File: src/rtl/btn_event_encoder.sv
// Conditions two raw active-low pushbuttons into a single committed 2-bit button code:
// synchronise, debounce, classify one press per gesture, hold until full release.
module btn_event_encoder #(
  parameter int DEBOUNCE_CYCLES = 50000,
  parameter int CHORD_CYCLES    = 5000,
  parameter int CNT_W           = 16
) (
  input  logic       clk,
  input  logic       reset,
  input  logic [1:0] btn_n,
  output logic [1:0] event_code,
  output logic       press_evt,
  output logic       release_evt,
  output logic [7:0] evt_count
);

  localparam logic [CNT_W-1:0] DB_LAST = CNT_W'(DEBOUNCE_CYCLES - 1);
  localparam logic [CNT_W-1:0] CH_LAST = CNT_W'(CHORD_CYCLES - 1);

  // Handshake: press_evt / release_evt are single-cycle strobes with no back-pressure;
  // event_code is valid every cycle and only changes in a strobe cycle.

  typedef enum logic [1:0] {
    IDLE,
    CHORD_WAIT,
    HELD,
    RELEASE
  } state_t;

  logic [1:0]       sync1;
  logic [1:0]       sync2;
  logic [1:0]       db;
  logic [CNT_W-1:0] db_cnt [2];

  state_t           state;
  state_t           state_nx;
  logic [1:0]       cap_code;
  logic [1:0]       cap_nx;
  logic [CNT_W-1:0] chord_cnt;
  logic [CNT_W-1:0] chord_nx;
  logic [1:0]       code_nx;
  logic             press_nx;
  logic             release_nx;

  always_ff @(posedge clk) begin
    if (!reset) begin
      sync1 <= 2'b11;
      sync2 <= 2'b11;
    end else begin
      sync1 <= btn_n;
      sync2 <= sync1;
    end
  end

  // A bit is accepted only after DEBOUNCE_CYCLES consecutive samples disagree with db.
  always_ff @(posedge clk) begin
    if (!reset) begin
      db <= 2'b11;
      for (int b = 0; b < 2; b++) db_cnt[b] <= '0;
    end else begin
      for (int b = 0; b < 2; b++) begin
        if (sync2[b] != db[b]) begin
          if (db_cnt[b] == DB_LAST) begin
            db[b]     <= sync2[b];
            db_cnt[b] <= '0;
          end else begin
            db_cnt[b] <= db_cnt[b] + 1'b1;
          end
        end else begin
          db_cnt[b] <= '0;
        end
      end
    end
  end

  always_ff @(posedge clk) begin
    if (!reset) begin
      state       <= IDLE;
      cap_code    <= 2'b11;
      chord_cnt   <= '0;
      event_code  <= 2'b11;
      press_evt   <= 1'b0;
      release_evt <= 1'b0;
      evt_count   <= 8'd0;
    end else begin
      state       <= state_nx;
      cap_code    <= cap_nx;
      chord_cnt   <= chord_nx;
      event_code  <= code_nx;
      press_evt   <= press_nx;
      release_evt <= release_nx;
      if (press_nx) evt_count <= evt_count + 8'd1;
    end
  end

  always_comb begin
    state_nx   = state;
    cap_nx     = cap_code;
    chord_nx   = chord_cnt;
    code_nx    = event_code;
    press_nx   = 1'b0;
    release_nx = 1'b0;
    case (state)
      IDLE: begin
        if (db == 2'b00) begin
          code_nx  = 2'b00;
          press_nx = 1'b1;
          state_nx = HELD;
        end else if (db != 2'b11) begin
          cap_nx   = db;
          chord_nx = '0;
          state_nx = CHORD_WAIT;
        end
      end
      CHORD_WAIT: begin
        chord_nx = chord_cnt + 1'b1;
        // Chord beats tap beats timeout when they coincide.
        if (db == 2'b00) begin
          code_nx  = 2'b00;
          press_nx = 1'b1;
          state_nx = HELD;
        end else if (db == 2'b11) begin
          code_nx  = cap_code;
          press_nx = 1'b1;
          state_nx = RELEASE;
        end else if (chord_cnt == CH_LAST) begin
          code_nx  = cap_code;
          press_nx = 1'b1;
          state_nx = HELD;
        end
      end
      HELD: begin
        if (db == 2'b11) begin
          code_nx    = 2'b11;
          release_nx = 1'b1;
          state_nx   = IDLE;
        end
      end
      RELEASE: begin
        code_nx    = 2'b11;
        release_nx = 1'b1;
        state_nx   = IDLE;
      end
      default: state_nx = IDLE;
    endcase
  end

endmodule

File: config.mk
export PLATFORM = sky130hd
export DESIGN_NAME = btn_event_encoder
export DESIGN_NICKNAME = d
export VERILOG_FILES = /design/src/rtl/btn_event_encoder.sv
export SDC_FILE = /design/constraint.sdc
export NUM_CORES = 1
export LEC_CHECK = 0
export ABC_AREA = 1
export CORE_MARGIN = 3
export CORE_UTILIZATION = 60
export CTS_CLUSTER_DIAMETER = 120
export DETAILED_ROUTE_END_ITERATION = 8
export GPL_ROUTABILITY_DRIVEN = 0
export PLACE_DENSITY = 0.79
export SLEW_MARGIN = 20
export SYNTH_ARGS = -nofsm -noshare
export SYNTH_HDL_FRONTEND = slang
export SYNTH_SLANG_ARGS = --single-unit
export TNS_END_PERCENT = 10
File: constraint.sdc
create_clock -name clk -period 2.3 [get_ports clk]
set_input_delay 0.345 -clock clk [delete_from_list [all_inputs] [get_ports clk]]
set_output_delay 0.345 -clock clk [all_outputs]
set_load 0.03 [all_outputs]
==> results of run 1 <==
-- through the flow --
| stage | setup WS (ps) | cell area, sq um |
|---|---|---|
| after floorplan | 725 | 4050 |
| after global placement | 511 | 4280 |
| after detailed placement | 448 | 4280 |
| after CTS | 494 | 4490 |
| after global routing | 310 | 4490 |
| final | 511 | 4490 |
-- cells in the final DEF (no fill, tap or decap), types with 2 or more instances in the layout --
cell,count
nor3_1,19
clkinv_1,2
bufinv_16,2
or2_2,7
inv_1,62
dfxtp_1,38
nand3_2,2
nor2_4,2
conb_1,32
nand2_8,2
nand4_1,13
ha_1,6
nand2_4,2
nor2_2,3
buf_4,2
nand2_2,6
clkbuf_8,9
inv_2,5
o211ai_1,2
xnor2_1,2
nor3b_1,2
nand2_1,115
nor2_1,67
edfxtp_1,32
a21oi_1,43
nand3_1,44
xor2_1,7
o21bai_1,2
clkdlybuf4s50_1,15
o21ai_0,19
-- cells by family (layout without fill, tap and decap cells) --
kind of cell	after synthesis	in the layout	share of synthesized area
other	1	32	0.000953
AO/OA/AOI/OAI	69	69	0.0944
flip-flops	70	70	0.438
AND/OR/NAND/NOR	291	291	0.351
buffers and inverters	74	102	0.0766
adder cells (fa/ha/maj)	6	6	0.0191
XOR/XNOR	9	9	0.0200
-- area by class of cell --
cell class	instances	area, sq um	share of cell area
Clock inverter	7	88.8	0.0198
Multi-Input combinational cell	407	2030	0.452
Inverter	69	267	0.0594
Tap cell	75	93.8	0.0209
Timing Repair Buffer	17	165	0.0368
Sequential cell	70	1720	0.384
Clock buffer	9	124	0.0276
-- flip-flops by register name, indices dropped and copies added, names as in the netlist --
signal	count
chord_cnt	16
db_cnt	32
event_code	2
sync1	2
press_evt	1
sync2	2
release_evt	1
cap_code	2
evt_count	8
db	2
state	2
-- worst paths after layout --
path	slack [ps]	cells after the start	to	start
worst max-delay path	510	1	evt_count[5]	evt_count[5]
worst min-delay path	410	1	sync2[1]	sync1[1]
worst max register to register	510	8	db_cnt[0][1]	db_cnt[0][0]
worst min register to register	410	1	sync2[1]	sync1[1]
-- power by group through the flow --
stage / combinational, mW / sequential [mW] / clock [mW]
6_report: 0.0872 / 1.35 / 1.08
5_1_grt: 0.101 / 1.35 / 1.14
4_1_cts: 0.0856 / 1.35 / 1.09
3_5_place_dp: 0.0846 / 1.38 / 0
3_3_place_gp: 0.0829 / 1.37 / 0
2_1_floorplan: 0.0663 / 1.37 / 0
-- layer usage --
metal | global-route usage | part of all wire
met1 | 0.281 | 0.46
met2 | 0.380 | 0.49
met3 | 0.0293 | 0.025
met4 | 0.0992 | 0.017
met5 | 0 | 0
==> results.py, run 1 <==
metrics = {
    "yosys": {
        "ys_ff_latch": 70,
        "synth_commonest_cells": "nand2_1 (115), nor2_1 (67), inv_1 (62)",
        "syn_area_per_cell_sq_um": 7.57,
        "yosysTopAreaCell": "edfxtp_1",
        "ys_warn_count": 0,
        "yosysSeqAreaShare": 0.438,
        "netlist_top_cells_area": "edfxtp_1 (24%), dfxtp_1 (19%), nand2_1 (11%)",
        "synthFlopType": "dfxtp_1",
        "yosysMostFrequentCell": "nand2_1",
        "async_flop_share": 0,
        "synth-edff-count": 32,
        "synthDistinctLibCells": 40,
        "netlist_area_sq_mm": 0.00394,
        "syn_inst": 520,
        "synth.top_cell.area_share": 0.244,
    },
    "clock_tree": {
        "clk_pin_slew_ps": 80,
        "clockBufferDepth": 2,
        "clkSinkCount": 70,
        "cts_tree": "built",
        "clock_latency_ps": 340,
        "cts_buffers": 9,
        "cts_setup_buffers": 0,
        "ctsResizeCount": 0,
        "ctsHoldBuffers": 0,
        "cts_max_level": 3,
        "cts_root_buf": "clkbuf_8",
    },
    "floorplan": {
        "io_pins": 16,
        "core_area_sq_mm": 0.00613,
        "start_util": 0.642,
        "die_area_sq_mm": 0.00757,
        "die_w_um": 87.0,
        "rows": 28,
        "die_h_um": 87.0,
    },
    "final_layout": {
        "drive_gt1_frac": 0.0915,
        "nFillCells": 479,
        "syn_to_final_growth_pct": 14.1,
        "antennaDiodeCount": 0,
        "final_nets": 584,
        "fin_util": 0.732,
        "finish.cell_count_without_fillers": 654,
    },
    "global_route": {
        "grt_max_degree": 17,
        "grt_util_all_layers": 0.223,
        "overflow": 0,
        "grt_pass1_vias": 3263,
        "grt_pass1_wl_um": 13700,
        "antenna_found_initial": 0,
    },
    "sta": {
        "grt_setup_unrepaired": "false",
        "finalSetupViolations": 0,
        "min_period_ps": 1790,
        "clock.fmax_ghz": 0.559,
        "clock_skew_ps": 9.00,
        "finalHoldViolCount": 0,
        "post-route-period-util": 0.778,
        "tns_ps": 0,
        "hold_ws_ps": 409,
        "finalMaxSlewViolations": 0,
    },
    "setup_path": {
        "critical_path.max_stage_delay_ps": 700,
        "critical_path_required_ps": 1960,
        "cp_num_buf_inv": 1,
        "critical_path_arrival_ps": 1440,
        "crit_path_max_fanout": 5,
        "critPathLaunchType": "register",
        "crit_path_top_delay_cell": "clkdlybuf4s50_1",
        "crit_type": "reg2out",
        "crit_family": "buffers and inverters",
        "endpoint_kind": "output pin",
        "crit_chain": "clkdlybuf4s50_1",
    },
    "detailed_routing": {
        "drt_wl_total_um": 7770,
        "final_antenna_net_count": 0,
        "first_iter_violations": 158,
        "vias_per_cell": 5.28,
        "drtPass1Iterations": 5,
        "vias": 3451,
        "drcViolationCount": 0,
        "wl_per_cell_um": 11.9,
    },
    "place": {
        "place_inst": 638,
        "dpl.hpwl_um": 5750,
        "port_buffers": 15,
    },
    "pwr": {
        "comb_power_share": 0.035,
        "seqPwrFrac": 0.536,
        "powerDensity_mw_per_mm2": 560,
        "swShare": 0.222,
        "power.leakage_nw": 1.82,
        "power.share.clock": 0.430,
        "p_int_mw": 1.96,
        "ir_drop_uv": 515,
        "p_total_mw": 2.51,
        "p_sw_uw": 558,
    },
    "run_status": {
        "outcome": "finished clean",
    },
    "worst_hold_path": {
        "min_path_type": "reg2reg",
    },
    "run": {
        "cap_viol_max_count": 0,
    },
}
(Power assumes the default switching activity.)
==> run 2: changes to the inputs <==
- CORE_UTILIZATION: 60 -> 55
- PLACE_DENSITY: 0.79 -> 0.76
- clock period: 2.3 -> 1.6 ns (I/O delays scaled with it)
==> run 2 against run 1 <==
Effect of this change:
- critical path depth rose by 7
- count of clock-buffer cells in the layout unchanged
- worst hold slack improved by 1.1 ps
- critical endpoint is now db[1]
- non-clock buffer count increased by 32
- register-to-register slack got worse by 490 ps
- first-iteration DRC count is 11% higher
- largest power group unchanged
- worst setup slack worse by 490 ps
- sequential share of layout area down 2.7 points
- utilization fell by 2.6 points
- power grew 33%
==> results.py, run 2 (synthesized netlist as in run 1, its figures left out) <==
metrics = {
    "worst_hold_path": {
        "min_from": "sync1[1]",
        "min_to": "sync2[1]",
        "hold_depth": 1,
        "min_path_type": "reg2reg",
    },
    "setup_path": {
        "crit_type": "reg2reg",
        "rrSetupSlack_ps": 20,
        "critical_path_required_ps": 1840,
        "reg2reg_depth": 8,
        "rr_endpoint": "db[1]",
        "endpoint_kind": "register",
        "critPathLaunchType": "register",
        "crit_path_max_fanout": 4,
        "critical_path_arrival_ps": 1810,
        "crit_family": "simple AND/OR/NAND/NOR gates",
        "critical_path.max_stage_delay_ps": 420,
        "crit_path_top_delay_cell": "edfxtp_1",
        "r2r-start": "db_cnt[1][8]",
        "cp_num_buf_inv": 2,
        "crit_chain": "nand2_2, inv_1, nand3_1, nor2_1, nand3_4, buf_4, a21oi_1, o21ai_0",
    },
    "floorplan": {
        "io_pins": 16,
        "rows": 30,
        "die_w_um": 90.6,
        "die_area_sq_mm": 0.00821,
        "die_h_um": 90.6,
        "core_area_sq_mm": 0.00687,
        "start_util": 0.573,
    },
    "sta": {
        "worst_pin_slew_ps": 546,
        "finalMaxSlewViolations": 0,
        "clock_skew_ps": 8.94,
        "post-route-period-util": 0.986,
        "grt_setup_unrepaired": "true",
        "finalHoldViolCount": 0,
        "clock.fmax_ghz": 0.634,
        "relSlewSlack": 0.636,
        "finalSetupViolations": 0,
        "min_period_ps": 1580,
    },
    "final_layout": {
        "final_nets": 617,
        "multiInputGateArea_sq_mm": 0.00218,
        "drive_gt1_frac": 0.185,
        "nFillCells": 546,
        "largest_reg_flops": 32,
        "layout_common_cells": "nand2_1 (112), nor2_1 (63), inv_1 (56), nand3_1 (42), a21oi_1 (41)",
        "syn_to_final_growth_pct": 23.3,
        "antennaDiodeCount": 0,
        "regMostFlops": "db_cnt",
        "final_common_cell": "nand2_1",
        "reg_top3": "db_cnt (32), chord_cnt (16), evt_count (8)",
        "regArea_sq_mm": 0.00173,
        "finish.cell_count_without_fillers": 708,
    },
    "clock_tree": {
        "clock_latency_ps": 350,
        "cts_tree": "built",
        "clockBufferDepth": 2,
        "cts_root_buf": "clkbuf_8",
        "clkSinkCount": 70,
        "clk_pin_slew_ps": 80,
        "cts_buffers": 9,
        "cts_max_level": 3,
    },
    "detailed_routing": {
        "final_antenna_net_count": 0,
        "drt_wl_total_um": 8530,
        "wl_per_cell_um": 12.0,
        "vias_per_cell": 5.14,
        "vias": 3636,
        "first_iter_violations": 175,
        "drcViolationCount": 0,
        "drtPass1Iterations": 5,
    },
    "pwr": {
        "ir_drop_uv": 410,
        "power.share.clock": 0.371,
        "p_int_mw": 2.51,
        "swShare": 0.247,
        "powerDensity_mw_per_mm2": 688,
        "p_total_mw": 3.34,
        "p_sw_uw": 825,
        "seqPwrFrac": 0.579,
        "comb_power_share": 0.050,
        "power.leakage_nw": 2.02,
    },
    "global_route": {
        "grt_max_degree": 17,
        "grt_util_all_layers": 0.203,
        "antenna_found_initial": 0,
        "grt_pass1_wl_um": 13900,
        "grt_pass1_vias": 3305,
        "overflow": 0,
    },
    "run": {
        "cap_viol_max_count": 0,
    },
    "place": {
        "port_buffers": 15,
        "place_inst": 681,
        "dpl.hpwl_um": 5780,
    },
    "run_status": {
        "outcome": "finished clean",
    },
}
==> run 2: changes by cell type in the layout (fill, tap and decap cells not counted), sizes merged <==
| cell | change |
|---|---|
| buf | +32 |
| bufinv | -2 |
| clkdlybuf4s50 | -11 |
| clkinvlp | +2 |
| dlygate4sd2 | +10 |
| dlymetal6s2s | +1 |
| nand2 | +1 |
==> run 2: worst max-delay path by stage <==
stage	from	to	depth (start not counted)
global placement	reset	db_cnt[0][15]	5
detailed placement	db_cnt[1][1]	db_cnt[1][2]	8
global route	db_cnt[1][1]	db[1]	9
floorplan	db_cnt[1][0]	db_cnt[1][15]	9
finish	db_cnt[1][8]	db[1]	8
CTS	db_cnt[1][1]	db_cnt[1][15]	8
==> run 2: stage by stage <==
stage               setup TNS, ps  setup slack, ps  utilization  cell area, sq um  hold slack [ps]
floorplan                       0             25.4            -              4050              347
global placement                0             11.3        0.650              4470              399
detailed placement           -329            -32.2        0.650              4470              400
CTS                             0             7.97        0.674              4630              412
global route                 -295            -58.2        0.706              4850              422
finish                          0             22.6        0.706              4850              411
==> run 2: power by group through the flow <==
stage | clock, mW | combinational, mW | sequential (mW)
3_5_place_dp | 0 | 0.141 | 1.97
6_report | 1.24 | 0.166 | 1.93
4_1_cts | 1.27 | 0.143 | 1.93
3_3_place_gp | 0 | 0.139 | 1.97
2_1_floorplan | 0 | 0.0953 | 1.97
5_1_grt | 1.34 | 0.189 | 1.94
==> run 2: final cells by class <==
| type | instances | share of cell area |
|---|---|---|
| Tap cell | 96 | 0.0248 |
| Sequential cell | 70 | 0.356 |
| Timing Repair Buffer | 49 | 0.0815 |
| Multi-Input combinational cell | 408 | 0.448 |
| Inverter | 69 | 0.0549 |
| Clock buffer | 9 | 0.0255 |
| Clock inverter | 7 | 0.00851 |
==> run 2: routing by layer <==
layer	global-route usage	vias up	routed length, um
met3	0.0508	14	358
met5	0	-	0
met2	0.347	94	4320
met4	0.0702	0	138
met1	0.250	1671	3710
li1	-	1857	-
==> run 2: timing repair <==
| action | CTS | global route |
|---|---|---|
| hold endpoints to repair | 0 | 0 |
| cloned | 0 | 1 |
| endpoints found under the setup margin | 32 | 44 |
| buffers inserted | 0 | 10 |
| pin swaps | 0 | 7 |
| hold buffers | 0 | 0 |
| resized for setup | 13 | 39 |
==> run 3: changes to the inputs <==
- CORE_MARGIN: 3 -> default
- CORE_UTILIZATION: 55 -> 60
- PLACE_DENSITY: 0.76 -> 0.79
- clock period: 1.6 -> 1.95 ns (I/O delays scaled with it)
==> run 3 against run 2 <==
Effect of this change:
- critical path depth shrank 7
- register-to-register slack improved by 180 ps
- global-route usage increased by 2.7 points
- via count shrank 6.3%
- worst setup slack gained 170 ps
- flip-flop and latch count stayed put
- non-clock buffer count down 31
- first-iteration DRC count down 25%
- sequential share of layout area rose by 3.0 points
- die area decreased by 16%
- clock power is 17% lower
- clock skew shrank 1.1 ps
==> results.py, run 3 (synthesized netlist as in run 1, its figures left out) <==
metrics = {
    "floorplan": {
        "start_util": 0.620,
        "die_w_um": 83.0,
        "die_area_sq_mm": 0.00689,
        "die_h_um": 83.0,
        "rows": 29,
        "io_pins": 16,
        "core_area_sq_mm": 0.00635,
    },
    "final_layout": {
        "regMostFlops": "db_cnt",
        "final_common_cell": "nand2_1",
        "reg_top3": "db_cnt (32), chord_cnt (16), evt_count (8)",
        "antennaDiodeCount": 0,
        "largest_reg_flops": 32,
        "syn_to_final_growth_pct": 13.3,
        "drive_gt1_frac": 0.0931,
        "final_nets": 585,
        "layout_common_cells": "nand2_1 (115), nor2_1 (67), inv_1 (62), nand3_1 (44), a21oi_1 (43)",
        "fin_util": 0.702,
    },
    "global_route": {
        "antenna_found_initial": 0,
        "grt_util_all_layers": 0.230,
        "grt_pass1_wl_um": 13000,
        "overflow": 0,
        "grt_max_degree": 17,
        "grt_pass1_vias": 3069,
    },
    "worst_hold_path": {
        "min_from": "sync1[0]",
        "hold_depth": 1,
        "min_to": "sync2[0]",
        "min_path_type": "reg2reg",
    },
    "clock_tree": {
        "cts_root_buf": "clkbuf_8",
        "cts_setup_buffers": 0,
        "ctsResizeCount": 0,
        "clock_latency_ps": 350,
        "cts_buffers": 9,
        "clk_pin_slew_ps": 80,
        "ctsHoldBuffers": 0,
        "clkSinkCount": 70,
        "clockBufferDepth": 2,
        "cts_tree": "built",
        "cts_max_level": 3,
    },
    "detailed_routing": {
        "drtPass1Iterations": 4,
        "drt_wl_total_um": 7530,
        "final_antenna_net_count": 0,
        "drcViolationCount": 0,
        "wl_per_cell_um": 11.5,
        "vias": 3408,
        "vias_per_cell": 5.19,
        "first_iter_violations": 132,
    },
    "sta": {
        "min_period_ps": 1760,
        "post-route-period-util": 0.902,
        "clock.fmax_ghz": 0.569,
        "finalHoldViolCount": 0,
        "finalSetupViolations": 0,
        "tns_ps": 0,
        "grt_setup_unrepaired": "false",
        "clock_skew_ps": 7.87,
        "worst_slack_ps": 192,
        "finalMaxSlewViolations": 0,
    },
    "setup_path": {
        "crit_family": "buffers and inverters",
        "crit_type": "reg2out",
        "critical_path_required_ps": 1660,
        "critical_path_arrival_ps": 1470,
        "cp_num_buf_inv": 1,
        "crit_chain": "clkdlybuf4s50_1",
        "reg2reg_depth": 8,
        "endpoint_kind": "output pin",
        "r2r-start": "db_cnt[1][0]",
        "rr_endpoint": "db_cnt[1][2]",
        "critical_path.max_stage_delay_ps": 700,
        "crit_path_max_fanout": 5,
        "crit_path_top_delay_cell": "clkdlybuf4s50_1",
        "critPathLaunchType": "register",
        "rrSetupSlack_ps": 200,
    },
    "pwr": {
        "p_total_mw": 2.73,
        "powerDensity_mw_per_mm2": 611,
        "power.leakage_nw": 1.81,
        "ir_drop_uv": 424,
    },
    "place": {
        "port_buffers": 15,
        "place_ws_ps": 156,
        "dpl.hpwl_um": 5670,
    },
    "run_status": {
        "outcome": "finished clean",
    },
    "run": {
        "cap_viol_max_count": 0,
    },
}
-- run 3: worst register-to-register path, delay by kind of cell, from the launching register on --
family                     cells  cell delay, ps
and+or+nand+nor                6             810
DFF                            1             410
adders and majority gates      1             210
buffers and inverters          1              70
-- run 3: cell type report --
cell class	count	area, sq um
timing repair buffer	18	173
clock inverter	4	23.8
clock buffer	12	145
sequential	70	1720
multi-input combinational	407	2030
fill	518	1890
tap	77	96.3
inverter	69	267
-- run 3: worst max path at each step --
stage | start | slack, ps | depth (start not counted) | end
finish | evt_count[5] | 190 | 1 | evt_count[5]
floorplan | db_cnt[1][0] | 380 | 9 | db_cnt[1][15]
CTS | db_cnt[0][0] | 150 | 8 | db_cnt[0][7]
detailed placement | db_cnt[0][0] | 160 | 8 | db_cnt[0][7]
global placement | reset | 230 | 5 | db_cnt[1][11]
global route | db_cnt[1][0] | 20 | 8 | db_cnt[1][2]
-- run 3: where the power goes --
group	internal (mW)	total (mW)	switching (mW)
combinational	0.0330	0.104	0.0712
sequential	1.56	1.59	0.0248
clock	0.493	1.03	0.539
-- run 3: metal layers --
metal,global-route usage,wire length (um)
met5,0,0
met4,0.0878,118
met3,0.0457,219
met2,0.404,3710
met1,0.278,3490
-- run 3: per-stage QoR --
stage                     hold slack (ps)  cell area [sq um]  cells
after global routing                  427               4460    657
after global placement                395               4290    641
after detailed placement              402               4290    641
after CTS                             410               4450    657
final                                 409               4460    657
after floorplan                       393               4050    551
